--- src/rtl/gene_sweep.sv ---
// Sweep controller for the 8-gene Boolean network: walks every initial state,
// steps the network through x_next, and reports hit/miss from the cycle detector.
module gene_sweep #(
  parameter int MAX_STEPS = 16,
  parameter int SETTLE    = 3
) (
  input  logic       clk,
  input  logic       rst,
  input  logic       start,
  input  logic [7:0] x_next,
  input  logic       flag_in,
  output logic [7:0] init_val_chk,
  output logic [7:0] x,
  output logic       busy,
  output logic       res_valid,
  output logic [7:0] res_init,
  output logic       res_hit,
  output logic [8:0] cyc_count,
  output logic       done
);

  typedef enum logic [2:0] {
    IDLE,
    LOAD,
    STEP,
    REPORT,
    DONE
  } state_t;

  localparam logic [7:0] LAST_STEP = 8'(MAX_STEPS - 1);
  localparam logic [7:0] SETTLE_K  = 8'(SETTLE);

  state_t     state;
  logic [7:0] init;
  logic [7:0] step_cnt;
  logic       hit;

  // NOTE: sequential state uses non-blocking assignments so every register
  // samples pre-edge values, independent of statement order.
  always_ff @(posedge clk) begin
    if (rst) begin
      state        <= IDLE;
      init         <= 8'd0;
      step_cnt     <= 8'd0;
      hit          <= 1'b0;
      x            <= 8'd0;
      init_val_chk <= 8'hFF;  // first LOAD of 0 must look like a change
      cyc_count    <= 9'd0;
    end else begin
      case (state)
        IDLE, DONE: begin
          if (start) begin
            init      <= 8'd0;
            cyc_count <= 9'd0;
            state     <= LOAD;
          end
        end
        LOAD: begin
          init_val_chk <= init;
          x            <= init;
          step_cnt     <= 8'd0;
          state        <= STEP;
        end
        STEP: begin
          x        <= x_next;
          step_cnt <= step_cnt + 8'd1;
          // A flag on the final step still counts as a hit.
          if (flag_in && (step_cnt >= SETTLE_K)) begin
            hit   <= 1'b1;
            state <= REPORT;
          end else if (step_cnt == LAST_STEP) begin
            hit   <= 1'b0;
            state <= REPORT;
          end
        end
        REPORT: begin
          cyc_count <= cyc_count + {8'd0, hit};
          if (init == 8'hFF) begin
            state <= DONE;
          end else begin
            init  <= init + 8'd1;
            state <= LOAD;
          end
        end
        default: state <= IDLE;
      endcase
    end
  end

  assign busy      = (state == LOAD) || (state == STEP) || (state == REPORT);
  assign res_valid = (state == REPORT);
  assign res_init  = init;
  assign res_hit   = hit;
  assign done      = (state == DONE);

endmodule

--- config.mk ---
export PLATFORM = sky130hd
export DESIGN_NAME = gene_sweep
export DESIGN_NICKNAME = d
export VERILOG_FILES = /design/src/rtl/gene_sweep.sv
export SDC_FILE = /design/constraint.sdc
export NUM_CORES = 1
export LEC_CHECK = 0
export ABC_AREA = 1
export BUFFER_PORTS_ARGS = -buffer_cell sky130_fd_sc_hd__clkbuf_2
export CAP_MARGIN = 10
export CORE_AREA = 4 4 108 59
export DETAILED_ROUTE_END_ITERATION = 12
export DIE_AREA = 0 0 112 63
export PLACE_DENSITY = 0.64
export SYNTH_ARGS = -nofsm -noshare
export SYNTH_HDL_FRONTEND = slang
export SYNTH_SLANG_ARGS = --single-unit
--- constraint.sdc ---
create_clock -name clk -period 3.35 [get_ports clk]
set_input_delay 0.5025 -clock clk [delete_from_list [all_inputs] [get_ports clk]]
set_output_delay 0.5025 -clock clk [all_outputs]
set_load 0.02 [all_outputs]
==> metrics.yaml <==
dr.pass1.iters: 5
rrSetupSlack_ns: 1.66
power_density_nw_per_um2: 559.7
status: "finished, final reports clean"
power_w: 0.001402
overflow: 0
setup_viol: 0
seq_area_frac_synth_pct: 42.70
grt_max_degree: 26
clock_sinks: 45
maxSlewViolCount: 0
crit_cells: 3
grt_pass1_vias: 2011
wl_per_cell_um: 12.28
hold_class: "input port to flip-flop"
drt_wl_total_um: 5230
viasPerCell: 5.014
core_um2: 5349
h-tree-depth: 2
antenna_found_initial: 0
diodes: 0
crit_required_ns: 2.85
synth_cell_type_count: 22
leakagePower_nw: 1.113
cp_slowest_cell: "dfxtp_1"
postCtsSetupBuffers: 0
cp_top_family: "flip-flops"
dp.cells: 418
endpoint_kind: "output port"
reg2regPathDepth: 4
ys.flop_type: "dfxtp_1"
criticalPathCategory: "flip-flop to output port"
relSlewSlack_pct: 60.75
reg2reg_to: "x[6]"
final.setup.tns_ns: 0
cp-endpoint: "res_valid"
pre_cts_slack_ns: 1.676
cts_buffer_depth: 2
drt-met1-wl_um: 2451
clockRootBuffer: "clkbuf_8"
ant_nets: 0
synth_nets: 321
die_h_um: 63
dpl.hpwl_um: 3818
vias: 2136
maxCapViolations: 0
tightest_slew_ns: 0.5887
yosysWarnings: 0
final_cells: 426
clkLatencyLatePin_ns: 0.31
r2r-start: "state[0]"
drc: 0
crit_buf_inv: 1
min_period_ns: 2.003
critPathMaxFanout: 12
hold_viol: 0
dieArea_um2: 7056
drive_gt1_share_pct: 18.41
worstSetupStartpoint: "state[0]"
critPathLaunchType: "flip-flop"
post-route-period-util_pct: 59.78
cts_tree: "done"
synth-edff-count: 0
syn_inst: 305
io-pin-count: 49
max_freq_ghz: 0.4993
postCtsResizedCells: 0
grt_pass1_wl_um: 9142
met3_length_um: 279
ir_drop_uv: 218.6
io_buffers: 48
clk_pin_slew_ns: 0.09
syn_area_um2: 2110
place_congestion: 0.8485
critical_path.max_stage_delay_ns: 0.52
syn_avg_cell_area_um2: 6.916
crit_chain: "nand2_1, nor2_4, clkbuf_2"
clock_skew_ns: 0.009439
nNetsFinal: 368
rsz0062_at_grt: "false"
top_layer_used: "met4"
hp-start: "x_next[3]"
cts-hold-fix-buffers: 0
grtUsageTotal_pct: 15.80
ys_async_sr_fraction_pct: 0
ys_seq_elements: 45
dr_wl_met2_um: 2417
start_util_pct: 39.44
numCtsBuffers: 5
rows: 19
worstPathArrival_ns: 1.50
fin_ws_ns: 1.347
die_x_um: 112
dr.first_iter.drc_count: 97
area_growth_pct: 18.74
## cell type report
type	instances	area, µm²
inverter	27	101.3
fill	543	2844
tap	73	91.34
clock buffer	5	68.82
timing repair buffer	49	247.7
multi-input combinational	224	1049
clock inverter	3	46.29
sequential	45	900.9
## metrics by stage
| step | hold slack (ns) | util [%] | cell area (µm²) |
|---|---|---|---|
| after floorplan | 0.4475 | - | 2110 |
| after global placement | 0.4647 | 44.68 | 2390 |
| after detailed placement | 0.4720 | 44.68 | 2390 |
| after CTS | 0.4349 | 46.83 | 2505 |
| after global routing | 0.4403 | 46.83 | 2505 |
| final | 0.4400 | 46.83 | 2505 |
## layout by cell type (no fill, tap or decap)
cell type   Yosys  final
a21oi_1        21     21
a31oi_1         8      8
buf_4           2      1
bufinv_16       0      1
clkbuf_2        0     48
clkbuf_8        0      5
clkinv_1        1      1
clkinv_4        0      1
clkinvlp_4      0      1
dfxtp_1        45     45
ha_1            4      4
inv_1          24     24
inv_2           2      2
nand2_1        99     99
nand2_4         1      1
nand3_1        31     31
nand3_4         1      1
nand4_1        11     11
nor2_1         35     35
nor2_4          3      3
nor3_1          3      3
o21ai_0         5      5
o21bai_1        1      1
or2_2           1      1
## worst min-delay path by stage
stage	end	depth (start not counted)	slack [ns]
final	x[3]	3	0.44
after global routing	x[4]	3	0.44
after detailed placement	step_cnt[0]	1	0.47
after global placement	step_cnt[0]	1	0.46
after CTS	x[3]	3	0.43
after floorplan	step_cnt[0]	1	0.45
## report_power, final
part / internal, W / switching, W / total, W
logic: 0.000101 / 0.000241 / 0.000342
clock network: 0.000223 / 0.000201 / 0.000424
registers: 0.000587 / 0.0000485 / 0.000635
total: 0.000911 / 0.000491 / 0.00140
## logic make-up after synthesis
family                     count (synthesis)  synth area share, %
adders and majority gates                  4                2.373
DFF                                       45                42.70
buffers and inverters                     36                7.592
and+or+nand+nor                          185                38.43
AOI/OAI and AO/OA                         35                8.897
## Yosys cell counts (2+ instances only)
cell type   n  area, µm²
nand2_1    99      371.6
dfxtp_1    45      900.9
nor2_1     35      131.4
nand3_1    31      155.2
inv_1      24      90.09
a21oi_1    21      105.1
nand4_1    11      68.82
a31oi_1     8      50.05
o21ai_0     5      25.02
ha_1        4      50.05
clkbuf_1    3      11.26
nor2_4      3      33.78
nor3_1      3      15.01
buf_2       2      10.01
buf_4       2      15.01
buf_6       2      22.52
inv_2       2      7.510
## sequential cells by signal (all words and copies together), names as in the netlist
name / cells
init_val_chk: 8
cyc_count: 9
res_init: 8
state: 3
res_hit: 1
x: 8
step_cnt: 8
## routing by layer
metal	GRT usage, %	up-vias
met2	25.90	52
met3	4.062	7
met5	0	-
li1	-	1091
met4	7.196	0
met1	19.57	986
## worst min-delay path: stages
cell	delay, ns
clkbuf_2	0.08
nand2_1	0.05
a31oi_1	0.07
Note: power is estimated with default switching activity, not from simulation.
